### config.mk
export PLATFORM = sky130hd
export DESIGN_NAME = alu_operand_stage
export DESIGN_NICKNAME = d
export VERILOG_FILES = /design/src/rtl/alu_operand_pkg.sv /design/src/rtl/fwd_select.sv /design/src/rtl/alu_operand_stage.sv
export SDC_FILE = /design/constraint.sdc
export NUM_CORES = 1
export LEC_CHECK = 0
export BUFFER_PORTS_ARGS = -buffer_cell sky130_fd_sc_hd__buf_2
export CORE_AREA = 2 2 128 130
export DETAILED_ROUTE_END_ITERATION = 7
export DIE_AREA = 0 0 130 132
export PLACE_DENSITY = 0.73
export SLEW_MARGIN = 20
export SYNTH_ARGS = -nofsm -noshare
export SYNTH_HDL_FRONTEND = slang
export SYNTH_HIERARCHICAL = 1
export SYNTH_SLANG_ARGS = --single-unit
### constraint.sdc
create_clock -name clk_i -period 4.7 [get_ports clk_i]
set_input_delay 0.235 -clock clk_i [delete_from_list [all_inputs] [get_ports clk_i]]
set_output_delay 0.235 -clock clk_i [all_outputs]
set_load 0.05 [all_outputs]
### src/rtl/alu_operand_pkg.sv
// Shared operand-select encodings and constants for the ID/EX operand stage.
package alu_operand_pkg;

  typedef enum logic [1:0] {
    SRC_A_RS1  = 2'd0,
    SRC_A_PC   = 2'd1,
    SRC_A_ZERO = 2'd2
  } src_a_e;

  typedef enum logic [1:0] {
    SRC_B_RS2  = 2'd0,
    SRC_B_IMM  = 2'd1,
    SRC_B_FOUR = 2'd2
  } src_b_e;

  localparam int unsigned REG_ZERO   = 0;
  localparam int unsigned CONST_FOUR = 4;

endpackage

### src/rtl/fwd_select.sv
// Priority forwarding mux for one source register: EX/MEM beats MEM/WB beats register file.
module fwd_select
  import alu_operand_pkg::*;
#(
  parameter int unsigned XLEN   = 32,
  parameter int unsigned REG_AW = 5
) (
  input  logic [REG_AW-1:0] rs_i,
  input  logic [XLEN-1:0]   rf_data_i,
  input  logic              exmem_wr_i,
  input  logic [REG_AW-1:0] exmem_rd_i,
  input  logic [XLEN-1:0]   exmem_data_i,
  input  logic              memwb_wr_i,
  input  logic [REG_AW-1:0] memwb_rd_i,
  input  logic [XLEN-1:0]   memwb_data_i,
  output logic [XLEN-1:0]   data_o
);

  logic rs_nonzero;
  logic exmem_hit;
  logic memwb_hit;

  // x0 is hardwired zero, so it must never pick up a forwarded value.
  assign rs_nonzero = (rs_i != REG_AW'(REG_ZERO));
  assign exmem_hit  = rs_nonzero & exmem_wr_i & (exmem_rd_i == rs_i);
  assign memwb_hit  = rs_nonzero & memwb_wr_i & (memwb_rd_i == rs_i);

  always_comb begin
    data_o = rf_data_i;
    if (exmem_hit) begin
      data_o = exmem_data_i;
    end else if (memwb_hit) begin
      data_o = memwb_data_i;
    end
  end

endmodule

### src/rtl/alu_operand_stage.sv
// ID/EX operand stage: forwards rs1/rs2, selects ALU operands A/B, detects load-use
// hazards and registers the operand set with valid, stall and flush control.
module alu_operand_stage
  import alu_operand_pkg::*;
#(
  parameter int unsigned XLEN   = 32,
  parameter int unsigned REG_AW = 5
) (
  input  logic              clk_i,
  input  logic              rst_i,
  input  logic              id_valid_i,
  input  logic [REG_AW-1:0] id_rs1_i,
  input  logic [REG_AW-1:0] id_rs2_i,
  input  logic [XLEN-1:0]   id_rs1_data_i,
  input  logic [XLEN-1:0]   id_rs2_data_i,
  input  logic [XLEN-1:0]   id_imm_i,
  input  logic [XLEN-1:0]   id_pc_i,
  input  logic [1:0]        id_src_a_i,
  input  logic [1:0]        id_src_b_i,
  input  logic              id_store_i,
  input  logic              ex_load_i,
  input  logic [REG_AW-1:0] ex_rd_i,
  input  logic              exmem_wr_i,
  input  logic [REG_AW-1:0] exmem_rd_i,
  input  logic [XLEN-1:0]   exmem_data_i,
  input  logic              memwb_wr_i,
  input  logic [REG_AW-1:0] memwb_rd_i,
  input  logic [XLEN-1:0]   memwb_data_i,
  input  logic              stall_i,
  input  logic              flush_i,
  output logic              hazard_o,
  output logic              ex_valid_o,
  output logic [XLEN-1:0]   ex_op_a_o,
  output logic [XLEN-1:0]   ex_op_b_o,
  output logic [XLEN-1:0]   ex_store_data_o
);

  logic [XLEN-1:0] rs1_fwd;
  logic [XLEN-1:0] rs2_fwd;
  logic [XLEN-1:0] op_a;
  logic [XLEN-1:0] op_b;
  logic            rs1_used;
  logic            rs2_used;
  logic            ex_rd_nonzero;

  logic            valid_d, valid_q;
  logic [XLEN-1:0] op_a_d, op_a_q;
  logic [XLEN-1:0] op_b_d, op_b_q;
  logic [XLEN-1:0] store_data_d, store_data_q;

  fwd_select #(
    .XLEN   (XLEN),
    .REG_AW (REG_AW)
  ) u_fwd_rs1 (
    .rs_i         (id_rs1_i),
    .rf_data_i    (id_rs1_data_i),
    .exmem_wr_i   (exmem_wr_i),
    .exmem_rd_i   (exmem_rd_i),
    .exmem_data_i (exmem_data_i),
    .memwb_wr_i   (memwb_wr_i),
    .memwb_rd_i   (memwb_rd_i),
    .memwb_data_i (memwb_data_i),
    .data_o       (rs1_fwd)
  );

  fwd_select #(
    .XLEN   (XLEN),
    .REG_AW (REG_AW)
  ) u_fwd_rs2 (
    .rs_i         (id_rs2_i),
    .rf_data_i    (id_rs2_data_i),
    .exmem_wr_i   (exmem_wr_i),
    .exmem_rd_i   (exmem_rd_i),
    .exmem_data_i (exmem_data_i),
    .memwb_wr_i   (memwb_wr_i),
    .memwb_rd_i   (memwb_rd_i),
    .memwb_data_i (memwb_data_i),
    .data_o       (rs2_fwd)
  );

  always_comb begin
    op_a = '0;
    case (id_src_a_i)
      2'(SRC_A_RS1): op_a = rs1_fwd;
      2'(SRC_A_PC):  op_a = id_pc_i;
      default:       op_a = '0;
    endcase
  end

  always_comb begin
    op_b = '0;
    case (id_src_b_i)
      2'(SRC_B_RS2):  op_b = rs2_fwd;
      2'(SRC_B_IMM):  op_b = id_imm_i;
      2'(SRC_B_FOUR): op_b = XLEN'(CONST_FOUR);
      default:        op_b = '0;
    endcase
  end

  assign rs1_used      = (id_src_a_i == 2'(SRC_A_RS1));
  assign rs2_used      = (id_src_b_i == 2'(SRC_B_RS2)) | id_store_i;
  assign ex_rd_nonzero = (ex_rd_i != REG_AW'(REG_ZERO));

  // Gated by reset so every output reads zero while the stage is held in reset.
  assign hazard_o = ~rst_i & id_valid_i & ex_load_i & ex_rd_nonzero &
                    ((rs1_used & (ex_rd_i == id_rs1_i)) |
                     (rs2_used & (ex_rd_i == id_rs2_i)));

  always_comb begin
    valid_d      = valid_q;
    op_a_d       = op_a_q;
    op_b_d       = op_b_q;
    store_data_d = store_data_q;
    if (flush_i) begin
      valid_d = 1'b0;
    end else if (stall_i) begin
      valid_d = valid_q;
    end else if (hazard_o) begin
      valid_d = 1'b0;
    end else begin
      valid_d      = id_valid_i;
      op_a_d       = op_a;
      op_b_d       = op_b;
      store_data_d = rs2_fwd;
    end
  end

  always_ff @(posedge clk_i or posedge rst_i) begin
    if (rst_i) begin
      valid_q      <= 1'b0;
      op_a_q       <= '0;
      op_b_q       <= '0;
      store_data_q <= '0;
    end else begin
      valid_q      <= valid_d;
      op_a_q       <= op_a_d;
      op_b_q       <= op_b_d;
      store_data_q <= store_data_d;
    end
  end

  assign ex_valid_o      = valid_q;
  assign ex_op_a_o       = op_a_q;
  assign ex_op_b_o       = op_b_q;
  assign ex_store_data_o = store_data_q;

endmodule
Word-level counts from Yosys, hierarchy flattened
Index checks and enable logic that the tools add are counted.
- input port bits: 230
- output and inout bits: 98
- bits in registers: 97
- logic and storage cells: 49
- mux-type cells: 9
- equality and inequality tests: 10
- reductions and logical operators: 6
- bitwise gates (word level): 20
- operators with widths (operator ; number):
    $mux 32 ; 4
    $pmux 32 s3 ; 1
    $pmux 32 s2 ; 1
    $eq 5x5->1 ; 6
    $reduce_bool 5->1 ; 3
    $and 1x1->1 ; 14
    $eq 2x1->1 const B ; 2
    $logic_not 2->1 ; 2
    $not 1->1 ; 4
    $mux 1 ; 3
    $reduce_and 3->1 ; 1
    $eq 2x2->1 const B ; 1
    $ne 2x1->1 const B ; 1
    $or 1x1->1 ; 2

Longest topological paths before layout
Gate-level depths: netlist (run 1).
- depth after elaboration: 8
- gate-level depth with buffers: 9
- mapped depth without buffers: 7

Modules after synthesis
The synthesis (run 1) kept the hierarchy.
- modules (own cells, without submodules) (module ; seq. area each (um^2) ; instances ; cells an instance ; area each (um^2)):
    alu_operand_stage ; 2427.3 ; 1 ; 319 ; 4598.2
    fwd_select ; 0.0 ; 2 ; 169 ; 948.4

Least setup slack after synthesis (run 1)
OpenSTA, ideal clock, no wires.
- path kind: input to output
- from: input port rst_i
- to: output port hazard_o
- required time: 4.465 ns
- cell stages on the path: 6
- path slack: 0.841 ns
- path buffers: 2
- arrival time: 3.624 ns
- cell sequence: inv_1 o2111ai_2 or2_1 buf_6 buf_6 inv_1
- cells in the longest elaborated chain, start to end: 5
- ends and longest elaborated chain (item ; RTL line ; RTL):
    start, declared ; alu_operand_stage.sv:10 ; input logic rst_i,
    $not 1->1 ; alu_operand_stage.sv:105 ; assign hazard_o = ~rst_i & id_valid_i & ex_load_i & ex_rd_nonzero &
    $and 1x1->1 (4 in a row) ; alu_operand_stage.sv:105 ;
    end, declared ; alu_operand_stage.sv:31 ; output logic hazard_o,
No other way between the ends.

Worst setup path in the final report (run 1)
Same ends and word-level chain as after synthesis.

==> impl_metrics.csv, run 1 <==
group,metric,value,unit
status,outcome,"complete, no violations",
worst_hold_path,worst_hold_path_type,"input port to flip-flop",
drt,drc,0,
drt,first_pass_iters,6,
logic_synthesis,ys_seq_area_share,37.37,%
global_route,first_global_vias,7024,
logic_synthesis,yosys_warnings,6,
worst_setup_path,r2r_cells,1,
timing,clock-skew-final,0,ps
layout,drive_gt1_share,49.52,%
cts,cts_tree,"built",
global_route,grt_start_max_net_pins,63,
logic_synthesis,syn_nets,887,
cts,ctsHoldBuffers,1,
timing,worst_slew_pin_slew,1053,ps
die,die_w,130,um
worst_setup_path,cp-start-kind,"input port",
die,initial_core_util,41.34,%
timing,fin_tns_setup,0,ps
placed_design,hpwl,19400,um
logic_synthesis,syn_inst,657,
timing,slew_violations,0,
drt,wl_per_cell,23.51,um
global_route,overflow,0,
layout,layout.cells.non_filler,1161,
power,leakagePower,3.698,nW
worst_setup_path,r2r_end,"ex_store_data_o[13]$_DFFE_PP0P_",
die,coreArea,15710,um^2
worst_setup_path,critical_path_class,"input port to output pin",
timing,rsz0062_at_grt,"false",
cts,clk_pin_slew,70,ps
layout,syn2layout_area_growth,29.92,%
cts,cts_setup_buffers,0,
die,pin_count,328,
global_route,antenna_found_initial,2,
logic_synthesis,ys.flop_type,"dfrtp_1",
layout,fillers,1465,
timing,hold_viol_final,0,
worst_setup_path,worst_ep_arrival_time,2630,ps
cts,ctsLongestPathBuffers,2,
cts,ctsHtreeMaxLevel,3,
timing,period_share,60.90,%
timing,whs,138.9,ps
die,dieHeight,132,um
timing,setup_viol,0,
logic_synthesis,syn_area,6495,um^2
worst_setup_path,r2r_setup_slack,3880,ps
cts,cts_sinks,97,
power,ir_worst_vdd,0.0001759,V
global_route,grt.total_usage,30.62,%
worst_hold_path,hold-path-cell-count,2,
worst_setup_path,cp-end-kind,"output pin",
global_route,grt_pass1_wl,39950,um
timing,fmax,349.3,MHz
cts,cts_resized,0,
drt,vias,7269,
drt,drt_wl_total,27290,um
placed_design,dp_cells,1142,
logic_synthesis,avgSynthCellArea,9.886,um^2
placed_design,port_buffers,327,
placed_design,gp_congestion,0.9351,
logic_synthesis,ys_types,33,
cts,cts_root_buf,"clkbuf_16",
timing,post-route-min-period,2863,ps
logic_synthesis,async_reset_ff_share,100.0,%
cts,cts_inserted_buffers,9,
timing,relSlewSlack,29.79,%
drt,antenna_left,0,
power,power_density,335.7,nW/um^2
worst_setup_path,r2r_start,"ex_store_data_o[13]$_DFFE_PP0P_",
logic_synthesis,synth-seq-cells,97,
worst_setup_path,required,4470,ps
logic_synthesis,synth_edf_count,0,
die,rows,46,
worst_hold_path,worst_hold_path.endpoint,"ex_valid_o$_DFFE_PP0P_",
worst_setup_path,critPathMaxFanout,37,
worst_hold_path,holdCritStartpoint,"flush_i",
run,maxCapViolations,0,
cts,insertion_delay,350,ps
layout,nets,1168,
drt,vias_per_cell,6.261,
die,die_area,17160,um^2
drt,first_iter_violations,760,
critical path, cell delays in order:
cell and delay (ps):
dlygate4sd3_1 540, buf_2 140, inv_4 350, o2111ai_2 290, or2_2 650, inv_1 140
buf_2 270
routing by layer:
layer	vias up	global-route usage (%)	share of wire, %
met5	-	0	0
met4	0	13.20	3.8
met3	95	8.523	11
met2	552	48.72	47
met1	3480	38.80	38
li1	3142	-	-
cell usage after synthesis (all sizes together) (2+ instances only):
master / count / share of area [%]
a21oi: 2 / 0.15
a31oi: 64 / 6.2
a32o: 63 / 9.7
and4: 2 / 0.27
buf: 31 / 4.1
clkbuf: 46 / 2.8
dfrtp: 97 / 37
inv: 2 / 0.12
mux2: 96 / 17
nand3: 64 / 4.9
nand4: 5 / 0.48
nor2: 2 / 0.12
nor3: 68 / 5.2
o211a: 2 / 0.31
o211ai: 4 / 0.77
o21ai: 67 / 5.3
or2: 3 / 0.29
or4: 3 / 0.46
xnor2: 25 / 3.4
xor2: 5 / 0.67
flip-flops by register name (all words and copies together) (netlist names):
register / flops
ex_op_b_o: 32
ex_valid_o: 1
ex_store_data_o: 32
ex_op_a_o: 32
placed cells by master, fill, tap and decap left out, types with 2 or more instances in the layout:
cell        netlist  layout
a32o_1           63      63
buf_4             6      19
diode_2           0       2
a31oi_1          64      64
clkinvlp_4        0       2
or4_4             2       2
o211ai_2          4       2
o211ai_4          0       2
o21ai_1          10      10
mux2_1            6       6
nand4_1           5       5
mux2_2           90      90
or2_1             3       2
xnor2_1          25      25
nor3_1           68      66
dfrtp_1          97      97
o21ai_0          56      56
and4_1            2       2
inv_6             0       3
clkbuf_16         0       9
xor2_1            5       5
nor2_1            2       2
o211a_2           0       2
buf_2            10     327
a21oi_1           2       2
nand3_1          64      64
per-stage QoR:
| step | power (mW) | setup slack [ps] | area [um^2] | util (%) |
|---|---|---|---|---|
| after global routing | 2.934 | 1666 | 8433 | 53.67 |
| after detailed placement | 2.113 | 1659 | 8137 | 51.78 |
| after global placement | 2.103 | 1713 | 8130 | 51.74 |
| after CTS | 2.836 | 1799 | 8433 | 53.67 |
| final | 2.833 | 1837 | 8438 | 53.70 |
| after floorplan | 1.760 | 841.4 | 6495 | - |
report_power, final:
part | internal, mW | total [mW] | switching [mW]
combinational | 0.334 | 1.10 | 0.764
sequential | 0.948 | 1.01 | 0.0642
clock | 0.370 | 0.723 | 0.353
total | 1.65 | 2.83 | 1.18
cells by family after synthesis:
| group | share of synthesized area, % |
|---|---|
| AOI/OAI and AO/OA | 22.85 |
| and+or+nand+nor | 12.14 |
| DFF | 37.37 |
| muxes | 16.64 |
| buffers and inverters | 6.954 |
| xor gates and xnor gates | 4.045 |
how the worst max path moves through the flow:
stage	startpoint	endpoint	slack, ps
CTS	rst_i	hazard_o	1800
finish	rst_i	hazard_o	1840
detailed placement	id_rs2_i[1]	ex_op_b_o[26]$_DFFE_PP0P_	1660
global route	rst_i	hazard_o	1670
floorplan	rst_i	hazard_o	840
global placement	id_rs1_i[1]	ex_op_a_o[12]$_DFFE_PP0P_	1710
final cells by class:
| type | count | area (um^2) | share of cell area, % |
|---|---|---|---|
| inverters | 2 | 10.01 | 0.1186 |
| diodes | 2 | 5.005 | 0.05931 |
| flip-flops and latches | 97 | 2427 | 28.77 |
| multi-input cells | 481 | 3650 | 43.25 |
| well taps | 216 | 270.3 | 3.203 |
| clock buffers | 9 | 225.2 | 2.669 |
| repair buffers | 347 | 1789 | 21.20 |
| clock inverters | 7 | 61.31 | 0.7266 |
Note: power is estimated with default switching activity, not from simulation.
==> inputs of run 2 (changes only) <==
--- a/config.mk
+++ b/config.mk
@@ -6,10 +6,9 @@
 export NUM_CORES = 1
 export LEC_CHECK = 0
 export BUFFER_PORTS_ARGS = -buffer_cell sky130_fd_sc_hd__buf_2
-export CORE_AREA = 2 2 128 130
+export CORE_UTILIZATION = 42
 export DETAILED_ROUTE_END_ITERATION = 7
-export DIE_AREA = 0 0 130 132
-export PLACE_DENSITY = 0.73
+export PLACE_DENSITY = 0.78
 export SLEW_MARGIN = 20
 export SYNTH_ARGS = -nofsm -noshare
 export SYNTH_HDL_FRONTEND = slang
==> constraint.sdc (replaced) <==
create_clock -name clk_i -period 2.6 [get_ports clk_i]
set_input_delay 0.13 -clock clk_i [delete_from_list [all_inputs] [get_ports clk_i]]
set_output_delay 0.13 -clock clk_i [all_outputs]
set_load 0.05 [all_outputs]
==> impl_metrics.csv, run 2 (synthesized netlist as in run 1, its figures left out) <==
group,metric,value,unit
power,ir_worst_vdd,0.0003156,V
placed_design,port_buffers,327,
worst_hold_path,worst_hold_path_type,"input port to async pin",
drt,vias_per_cell,6.356,
timing,whs,10.18,ps
timing,fmax,488.9,MHz
placed_design,dp_cells,1121,
layout,drive_gt1_share,49.63,%
timing,period_share,78.66,%
cts,cts_resized,0,
drt,vias,7233,
drt,first_pass_iters,6,
placed_design,dp_slack,289.3,ps
timing,slew_violations,0,
worst_setup_path,r2r_setup_slack,1780,ps
die,pin_count,328,
layout,final_common_cell,"buf_2",
worst_setup_path,cp_slowest_cell,"or4_1",
cts,cts_inserted_buffers,9,
power,leakagePower,3.766,nW
global_route,grt_start_max_net_pins,54,
timing,rsz0062_at_grt,"false",
cts,cts_tree,"built",
timing,setup_viol,0,
layout,layout.cells.non_filler,1138,
worst_setup_path,path_cells,"buf_2, or4_1, o2111ai_2, or2_2, buf_4, inv_1, buf_2",
worst_setup_path,cp-start-kind,"input port",
global_route,grt.total_usage,32.25,%
drt,wl_per_cell,23.13,um
layout,nets,1175,
timing,clock-skew-final,0,ps
cts,ctsHtreeMaxLevel,3,
global_route,grt_pass1_wl,39280,um
timing,post-route-min-period,2045,ps
die,dieHeight,126.4,um
placed_design,gp_congestion,0.9043,
timing,hold_viol_final,0,
drt,antenna_left,0,
layout,final_cell_mix,"327 x buf_2, 97 x dfrtp_1, 90 x mux2_2",
layout,syn2layout_area_growth,31.15,%
cts,insertion_delay,350,ps
drt,drc,0,
timing,worst_slack,554.8,ps
power,p_total,5.108,mW
cts,cts_root_buf,"clkbuf_16",
worst_setup_path,worst_ep_arrival_time,1920,ps
timing,relSlewSlack,53.63,%
cts,cts_sinks,97,
layout,fillers,1374,
worst_setup_path,critPathMaxFanout,28,
worst_setup_path,critical_path_class,"input port to output pin",
placed_design,hpwl,18500,um
global_route,overflow,0,
cts,clk_pin_slew,70,ps
drt,drt_wl_total,26320,um
run,maxCapViolations,0,
status,outcome,"complete, no violations",
timing,worst_slew_pin_slew,695.5,ps
timing,fin_tns_setup,0,ps
power,power_density,599.6,nW/um^2
cts,ctsLongestPathBuffers,2,
die,initial_core_util,42.88,%
die,coreArea,15150,um^2
worst_setup_path,required,2470,ps
die,rows,45,
worst_setup_path,r2r_cells,1,
drt,first_iter_violations,777,
worst_setup_path,critPathMostFrequentCell,"buf_2",
global_route,first_global_vias,6923,
die,die_area,15970,um^2
global_route,antenna_found_initial,1,
die,die_w,126.4,um
worst_setup_path,cp-end-kind,"output pin",
worst_setup_path,slowest_delay,560,ps
[run 2: cell types whose count changed in the layout (fill, tap and decap cells not counted), moves of 2 or more]
cell      delta
buf_12       +6
clkbuf_8     +2
o211a_1      +2
inv_6        -3
o211a_2      -2
[run 2: worst paths after layout]
path | start | endpoint
hold reg to reg | ex_op_b_o[21]$_DFFE_PP0P_ | ex_op_b_o[21]$_DFFE_PP0P_
max in group asynchronous | rst_i | ex_op_b_o[30]$_DFFE_PP0P_
setup / recovery | ex_rd_i[1] | hazard_o
setup reg to reg | ex_store_data_o[15]$_DFFE_PP0P_ | ex_store_data_o[15]$_DFFE_PP0P_
min in group clk_i | stall_i | ex_valid_o$_DFFE_PP0P_
hold / removal | rst_i | ex_op_b_o[26]$_DFFE_PP0P_
[run 2: per-layer routing]
layer	track usage, %	vias to the layer above	wire length (um)
met3	7.760	82	2943
li1	-	3141	-
met4	13.32	0	926
met5	0	-	0
met2	52.19	560	12320
met1	41.42	3450	10130
[run 2: repair_timing]
item	4_1_cts	5_1_grt
endpoints found under the hold margin	1	0
hold buffers	1	0
buffers inserted	0	0
[run 2: critical path: cells and delay by family]
kind / cells / cell delay [ps]
AOI/OAI and AO/OA: 1 / 280
buffers and inverters: 4 / 750
and+or+nand+nor: 2 / 750
[run 2: metrics by stage]
stage,cell area [um^2],utilization [%]
2_1_floorplan,6499,-
6_report,8518,56.24
4_1_cts,8516,56.22
5_1_grt,8516,56.22
3_3_place_gp,8224,54.30
3_5_place_dp,8224,54.30
[run 2: layout make-up]
class,count,area [um^2],area share [%]
Timing Repair Buffer,354,1917,22.50
Clock inverter,4,28.78,0.3378
Multi-Input combinational cell,481,3643,42.77
Inverter,2,11.26,0.1322
Sequential cell,97,2427,28.50
Clock buffer,11,252.7,2.967
Tap cell,188,235.2,2.761
Antenna cell,1,2.502,0.02938
[run 2: where the power goes]
part | switching, mW | internal [mW]
Sequential | 0.111 | 1.71
Clock | 0.592 | 0.697
Combinational | 1.37 | 0.623
Total | 2.07 | 3.03
